File: src/rtl/pe_pos_feeder.sv
// Position feeder for one PE: streams home offsets from the home cache, then neighbor
// positions, then drains. Optional stall counter enabled by `define PE_FEEDER_STALL_CNT_EN.
module pe_pos_feeder #(
  parameter int HOME_ADDR_WIDTH         = 8,
  parameter int STALL_CNT_WIDTH         = 32,
  parameter int OFFSET_PKT_STRUCT_WIDTH = 48,
  parameter int POS_PKT_STRUCT_WIDTH    = 96,
  parameter int NODE_ID_WIDTH           = 8
) (
  input  logic                               clk,
  input  logic                               rst,
  input  logic                               start,
  input  logic [HOME_ADDR_WIDTH-1:0]         home_count,
  output logic                               home_rd_en,
  output logic [HOME_ADDR_WIDTH-1:0]         home_rd_addr,
  input  logic [OFFSET_PKT_STRUCT_WIDTH-1:0] home_rd_data,
  input  logic [POS_PKT_STRUCT_WIDTH-1:0]    nb_in_data,
  input  logic [NODE_ID_WIDTH-1:0]           nb_in_node_id,
  input  logic                               nb_in_valid,
  input  logic                               nb_in_last,
  output logic                               nb_in_ready,
  input  logic                               disp_back_pressure,
  input  logic                               disp_buf_empty,
  output logic [OFFSET_PKT_STRUCT_WIDTH-1:0] home_offset,
  output logic                               home_offset_valid,
  output logic [POS_PKT_STRUCT_WIDTH-1:0]    nb_pos,
  output logic [NODE_ID_WIDTH-1:0]           pos_node_id,
  output logic                               nb_pos_valid,
  output logic                               pos_spinning,
  output logic                               busy,
  output logic                               done,
  output logic [STALL_CNT_WIDTH-1:0]         stall_cycles,
  output logic [2:0]                         dbg_state
);

  typedef enum logic [2:0] {
    IDLE      = 3'd0,
    HOME_LOAD = 3'd1,
    NB_STREAM = 3'd2,
    DRAIN     = 3'd3,
    DONE      = 3'd4
  } state_t;

  localparam logic [HOME_ADDR_WIDTH-1:0] ADDR_ONE = 1;

  state_t                     state, state_nxt;
  logic [HOME_ADDR_WIDTH-1:0] count_q;
  logic [HOME_ADDR_WIDTH-1:0] addr_q;
  logic                       start_acc;
  logic                       nb_fire;

  // Neighbor handshake: a packet transfers on a rising edge where nb_in_valid and
  // nb_in_ready are both high; ready never depends on valid.
  assign start_acc    = start && (state == IDLE);
  assign nb_fire      = nb_in_valid && nb_in_ready;
  assign home_rd_addr = addr_q;
  assign dbg_state    = state;

  // Cache data arrives in the cycle after the read, so it is forwarded directly.
  assign home_offset  = home_offset_valid ? home_rd_data : '0;

  always_comb begin
    state_nxt    = state;
    home_rd_en   = 1'b0;
    nb_in_ready  = 1'b0;
    pos_spinning = 1'b0;
    busy         = 1'b1;
    done         = 1'b0;
    case (state)
      IDLE: begin
        busy = 1'b0;
        if (start)
          state_nxt = (home_count == '0) ? NB_STREAM : HOME_LOAD;
      end
      HOME_LOAD: begin
        home_rd_en = !disp_back_pressure;
        if (!disp_back_pressure && (addr_q == count_q - ADDR_ONE))
          state_nxt = NB_STREAM;
      end
      NB_STREAM: begin
        nb_in_ready  = !disp_back_pressure;
        pos_spinning = 1'b1;
        if (nb_in_valid && !disp_back_pressure && nb_in_last)
          state_nxt = DRAIN;
      end
      DRAIN: begin
        pos_spinning = 1'b1;
        if (disp_buf_empty && !home_offset_valid && !nb_pos_valid)
          state_nxt = DONE;
      end
      DONE: begin
        done      = 1'b1;
        state_nxt = IDLE;
      end
      default: state_nxt = IDLE;
    endcase
  end

  always_ff @(posedge clk or posedge rst) begin
    if (rst) begin
      state             <= IDLE;
      count_q           <= '0;
      addr_q            <= '0;
      home_offset_valid <= 1'b0;
      nb_pos_valid      <= 1'b0;
      nb_pos            <= '0;
      pos_node_id       <= '0;
    end else begin
      state             <= state_nxt;
      home_offset_valid <= home_rd_en;
      nb_pos_valid      <= nb_fire;
      if (start_acc) begin
        count_q <= home_count;
        addr_q  <= '0;
      end else if (home_rd_en) begin
        addr_q  <= addr_q + ADDR_ONE;
      end
      if (nb_fire) begin
        nb_pos      <= nb_in_data;
        pos_node_id <= nb_in_node_id;
      end
    end
  end

`ifdef PE_FEEDER_STALL_CNT_EN
  localparam logic [STALL_CNT_WIDTH-1:0] STALL_ONE = 1;
  logic [STALL_CNT_WIDTH-1:0] stall_q;

  // Saturating count of cycles the dispatcher held off an active load/stream phase.
  always_ff @(posedge clk or posedge rst) begin
    if (rst)
      stall_q <= '0;
    else if (start_acc)
      stall_q <= '0;
    else if ((state == HOME_LOAD || state == NB_STREAM) && disp_back_pressure && !(&stall_q))
      stall_q <= stall_q + STALL_ONE;
  end

  assign stall_cycles = stall_q;
`else
  assign stall_cycles = '0;
`endif

endmodule

File: config.mk
export PLATFORM = sky130hd
export DESIGN_NAME = pe_pos_feeder
export DESIGN_NICKNAME = d
export VERILOG_FILES = /design/src/rtl/pe_pos_feeder.sv
export SDC_FILE = /design/constraint.sdc
export NUM_CORES = 1
export LEC_CHECK = 0
export BUFFER_PORTS_ARGS = -buffer_cell sky130_fd_sc_hd__buf_2
export CORE_AREA = 10 10 134 136
export CTS_BUF_LIST = sky130_fd_sc_hd__clkbuf_4 sky130_fd_sc_hd__clkbuf_8 sky130_fd_sc_hd__clkbuf_16
export DETAILED_ROUTE_END_ITERATION = 6
export DIE_AREA = 0 0 144 146
export PLACE_DENSITY = 0.84
export SLEW_MARGIN = 20
export SYNTH_ARGS = -nofsm -noshare
export SYNTH_HDL_FRONTEND = slang
export SYNTH_SLANG_ARGS = --single-unit
File: constraint.sdc
create_clock -name clk -period 5.7 [get_ports clk]
set_input_delay 0.57 -clock clk [delete_from_list [all_inputs] [get_ports clk]]
set_output_delay 0.57 -clock clk [all_outputs]
set_load 0.005 [all_outputs]
Yosys cells after proc, flatten, opt, wreduce, memory -nomap -nowiden
Cells that the tools add are included.

storage, ports and cells
  flip-flop bits (word level) = 125
  output and inout bits = 202
  logic and storage cells = 47
  input port bits = 167

cells by class
  add/subtract/negate cells = 2
  equal/unequal tests = 9
  multiplexer cells = 14
  reduce and logical (&&, ||, !) cells = 15

operators with widths
  operator                                             number
  two-way mux 48 bit                                   1
  two-way mux 8 bit                                    2
  two-way mux 3 bit                                    4
  case mux 3 bit (4 select lines)                      1
  adder 8 x 1 -> 8 bit, second input constant          1
  equality test 8 bit                                  1
  logical NOT 8 bit                                    1
  inequality test 2 bit, second input constant         4
  subtractor 8 x 1 -> 8 bit, second input constant     1
  logical AND 1 bit                                    7
  equality test 3 x 2 -> 1 bit, second input constant  2
  two-way mux 1 bit                                    5
  AND reduction 4 bit                                  1
  equality test 3 x 1 -> 1 bit, second input constant  1
  equality test 3 bit, second input constant           1
  logical NOT 1 bit                                    3
  logical NOT 3 bit                                    1
  two-way mux 2 bit                                    1
  nonzero test 2 bit                                   1
  OR reduction 2 bit                                   1

Logic depth before layout (Yosys ltp)
  depth in word-level cells = 5
  depth in mapped cells = 8
  gate-level depth less buffers = 8

Least setup slack after synthesis
OpenSTA, ideal clock, no wires.

  path kind = register -> register
  start point = register count_q[0]
  end point = register state[1], in the netlist dbg_state[1]
  period minus slack after synthesis = 1.752 ns
  setup time = 0.124 ns
  setup slack = 3.948 ns
  data required time = 5.576 ns
  path buffers = 0
  cell stages (with the launch flop) = 9
  arrival time = 1.628 ns
  cells stage by stage = dfrtp_1 > inv_1 > ha_1 > nand2b_1 > a21oi_1 > a311oi_1 > o2111ai_1 > a211oi_2 > a211o_1

between the ends
  word-level cells in the longest chain between the ends = 5

ends and longest elaborated chain
  what                             RTL line  text
  start: declaration               47        logic [HOME_ADDR_WIDTH-1:0] count_q;
  start signal: assignment         113       count_q <= home_count;
  subtractor 8 x 1 -> 8 bit        77        if (!disp_back_pressure && (addr_q == count_q - ADDR_ONE))
  equality test 8 bit              77
  logical AND 1 bit                77
  inequality test 2 bit (no line)  -
  AND reduction 4 bit (no line)    -
  end signal: assignment           109       state <= state_nxt;
  end: declaration                 46        state_t state, state_nxt;

No other way between the ends.
A chain may end at the register's enable or synchronous reset.

Worst setup path in the final report
  start point = register state[2], in the netlist dbg_state[2]
  end point = register nb_pos[22]

between the ends
  word-level cells in the longest chain between the ends = 3

ends and longest elaborated chain
  what                          RTL line  text
  equality test 3 x 2 -> 1 bit  69        case (state)
  two-way mux 1 bit             69
  logical AND 1 bit             55        assign nb_fire = nb_in_valid && nb_in_ready;
  end signal: assignment        119       nb_pos <= nb_in_data;
  end: declaration              26        output logic [POS_PKT_STRUCT_WIDTH-1:0] nb_pos,

No other way between the ends.

==> flow_summary.ini <==
[logic_synthesis]
synth_top_family_by_area = simple AND/OR/NAND/NOR gates
synth_xor_area_share_pct = 2.47
synth_top_area_share_pct = 55.0
ys_types = 44
ys_ff_latch = 125
synth_compound_area_share_pct = 2.09
synthAdderAreaFrac_pct = 0.440
ys_seq_area_share_pct = 55.0
syn_area_sq_um = 5680
muxShareOfSynthArea_pct = 1.36
yosys_warnings = 0
synth-simple-area-share_pct = 31.7
synth.area.top_cells = dfrtp_1, nand2_1, and2_1, buf_4, xnor2_1
syn_inst = 647
avgSynthCellArea_sq_um = 8.79
netlist.top_cell.by_area = dfrtp_1

[sta]
report.final.slew_viol_count = 0
skew_ps = 9.19
finalCritPeriodShare_pct = 45.1
max_freq_mhz = 389
rsz0062_at_grt = false
setup-tns-final_ps = 0
period_needed_ps = 2570
setup_viol = 0
slew_headroom_pct = 28.1
hold_viol = 0
worstMarginPinSlew_ps = 1080

[setup_path]
cp.depth = 7
end_kind = flip-flop
r2r_setup_slack_ps = 3130
cpMostUsedCell = nand2_1
crit_chain = nand2b_1 > nor3_2 > nand2_4 > inv_2 > buf_4 > nand2_1 > nand2_1
slowest_delay_ps = 620
crit_type = reg -> reg
cp.arrival_ps = 2910
startpoint_type = flip-flop
required_ps = 6030
r2r_cells = 7
r2r_end = nb_pos[22]
worst_path_max_delay_cell = buf_4
critPathBufInv = 2
worstPathMaxFanout = 58
crit_family = buffers and inverters
r2r-start = dbg_state[2]

[global_routing]
antenna_found_initial = 1
grt_max_degree = 105
grtUsageTotal_pct = 17.5
grt_pass1_vias = 5475
overflow = 0
grt_pass1_wl_microns = 29200

[clock_tree]
clkTransAtPathRegs_ps = 60
hold_buffers = 0
cts_resized = 0
cts_tree = yes
cts_inserted_buffers = 17
insertion_delay_ps = 400
clockBufferDepth = 2
ctsRootBufferMaster = clkbuf_16
post_cts_buffers = 0
htree_levels = 4
cts_sinks = 125

[pwr]
ir_drop_mv = 0.270
pwr-share-comb_pct = 32.9
switchingPower_mw = 1.37
p_seq_share_pct = 39.4
power.share.clock_pct = 27.7
internal-power_mw = 2.55
swShare_pct = 34.9
power_density_nw_per_um2 = 490
p_leak_nw = 4.73

[layout]
final_util_pct = 51.6
register_area_sq_um = 3130
syn_to_final_growth_pct = 40.5
layout_commonest_cell = buf_2
final_cell_mix = buf_2, nand2_1, dfrtp_1
multiInputGateArea_sq_um = 2290
n_antenna_cell = 0
nFillCells = 1465
nNetsFinal = 1144
layout-drive-gt1-share_pct = 39.4

[floorplanning]
io_pins = 369
start_util_pct = 36.7
die_x_microns = 144
core_sq_um = 15500
die_area_sq_um = 21000
rows = 46
die_h_microns = 146

[routing]
drtPass1Iterations = 4
drc = 0
wire_per_inst_microns = 16.4
viasPerCell = 4.50
drt_iter0_markers = 302
wirelength_microns = 19300
ant_nets = 0
vias = 5308

[status]
status = completed

[place]
hpwlAfterDp_microns = 15100
io_buffers = 336
gp_congestion = 0.878

[min_path]
hp-class = in -> async

[run]
cap_violations = 0
-- state kept, by name, indices dropped and copies added, names as in the netlist --
register and flops:
nb_pos_valid 1, pos_node_id 8, home_rd_addr 8, nb_pos 96
dbg_state 3, home_offset_valid 1, count_q 8
-- metrics by stage --
| step | instances | cell area (sq um) | worst slack [ps] | hold slack (ps) | power [mW] |
|---|---|---|---|---|---|
| 4_1_cts | 1180 | 7990 | 3150 | 323 | 3.97 |
| 2_1_floorplan | 678 | 5800 | 1800 | 470 | 2.19 |
| 6_report | 1180 | 7990 | 3130 | 308 | 3.91 |
| 3_5_place_dp | 1148 | 7390 | 3080 | 457 | 2.87 |
| 3_3_place_gp | 1148 | 7390 | 3130 | 452 | 2.80 |
| 5_1_grt | 1180 | 7990 | 2920 | 338 | 4.21 |
-- logic make-up after synthesis --
family	Yosys count
buffers and inverters	67
muxes	7
other	1
and+or+nand+nor	412
AOI/OAI and AO/OA	17
xor gates and xnor gates	16
adders and majority gates	2
DFF	125
-- layer usage --
layer	routed length, microns	up-vias	global-route usage [%]
met2	10200	232	31.7
li1	-	2606	-
met1	6750	2435	17.5
met4	396	0	6.49
met5	0	-	0
met3	1990	35	6.95
-- cells in the mapped netlist, drive strengths merged --
| cell | n |
|---|---|
| clkbuf | 12 |
| and4b | 1 |
| o21ai | 4 |
| a2111oi | 1 |
| a211o | 2 |
| conb | 1 |
| mux2i | 1 |
| nand2b | 3 |
| xor2 | 7 |
| and2 | 48 |
| dfrtp | 125 |
| nand3 | 4 |
| a211oi | 1 |
| nand4 | 3 |
| a21oi | 5 |
| mux2 | 6 |
| and4 | 2 |
| nor4bb | 1 |
| or3 | 1 |
| inv | 6 |
| a311oi | 2 |
| nand4b | 1 |
| nand3b | 4 |
| nor3b | 1 |
| nand2 | 318 |
| or3b | 1 |
| nor3 | 4 |
| ha | 2 |
| buf | 49 |
| nor2 | 16 |
| and3 | 1 |
| a31o | 1 |
| o2111ai | 1 |
| nor4 | 3 |
| xnor2 | 9 |
-- power groups by stage --
stage	Combinational, mW	Sequential, mW	Clock [mW]
final	1.29	1.54	1.08
after global routing	1.46	1.60	1.15
after CTS	1.32	1.54	1.11
after detailed placement	1.32	1.55	0
after global placement	1.27	1.53	0
after floorplan	0.651	1.54	0
-- how the worst max path moves through the flow --
stage	startpoint	to	slack, ps
after floorplan	rst	count_q[0]	1800
after global placement	disp_back_pressure	nb_pos[28]	3130
after detailed placement	disp_back_pressure	nb_pos[22]	3080
after CTS	dbg_state[2]	nb_pos[22]	3150
after global routing	dbg_state[2]	nb_pos[22]	2920
final	dbg_state[2]	nb_pos[22]	3130
-- layout make-up --
class	count	area share, %
clock buffer	20	5.84
clock inverter	12	1.69
inverter	6	0.313
multi-input combinational	486	28.7
sequential	125	39.2
tap	192	3.01
timing repair buffer	339	21.3
Power figures use the tool's default switching activity.
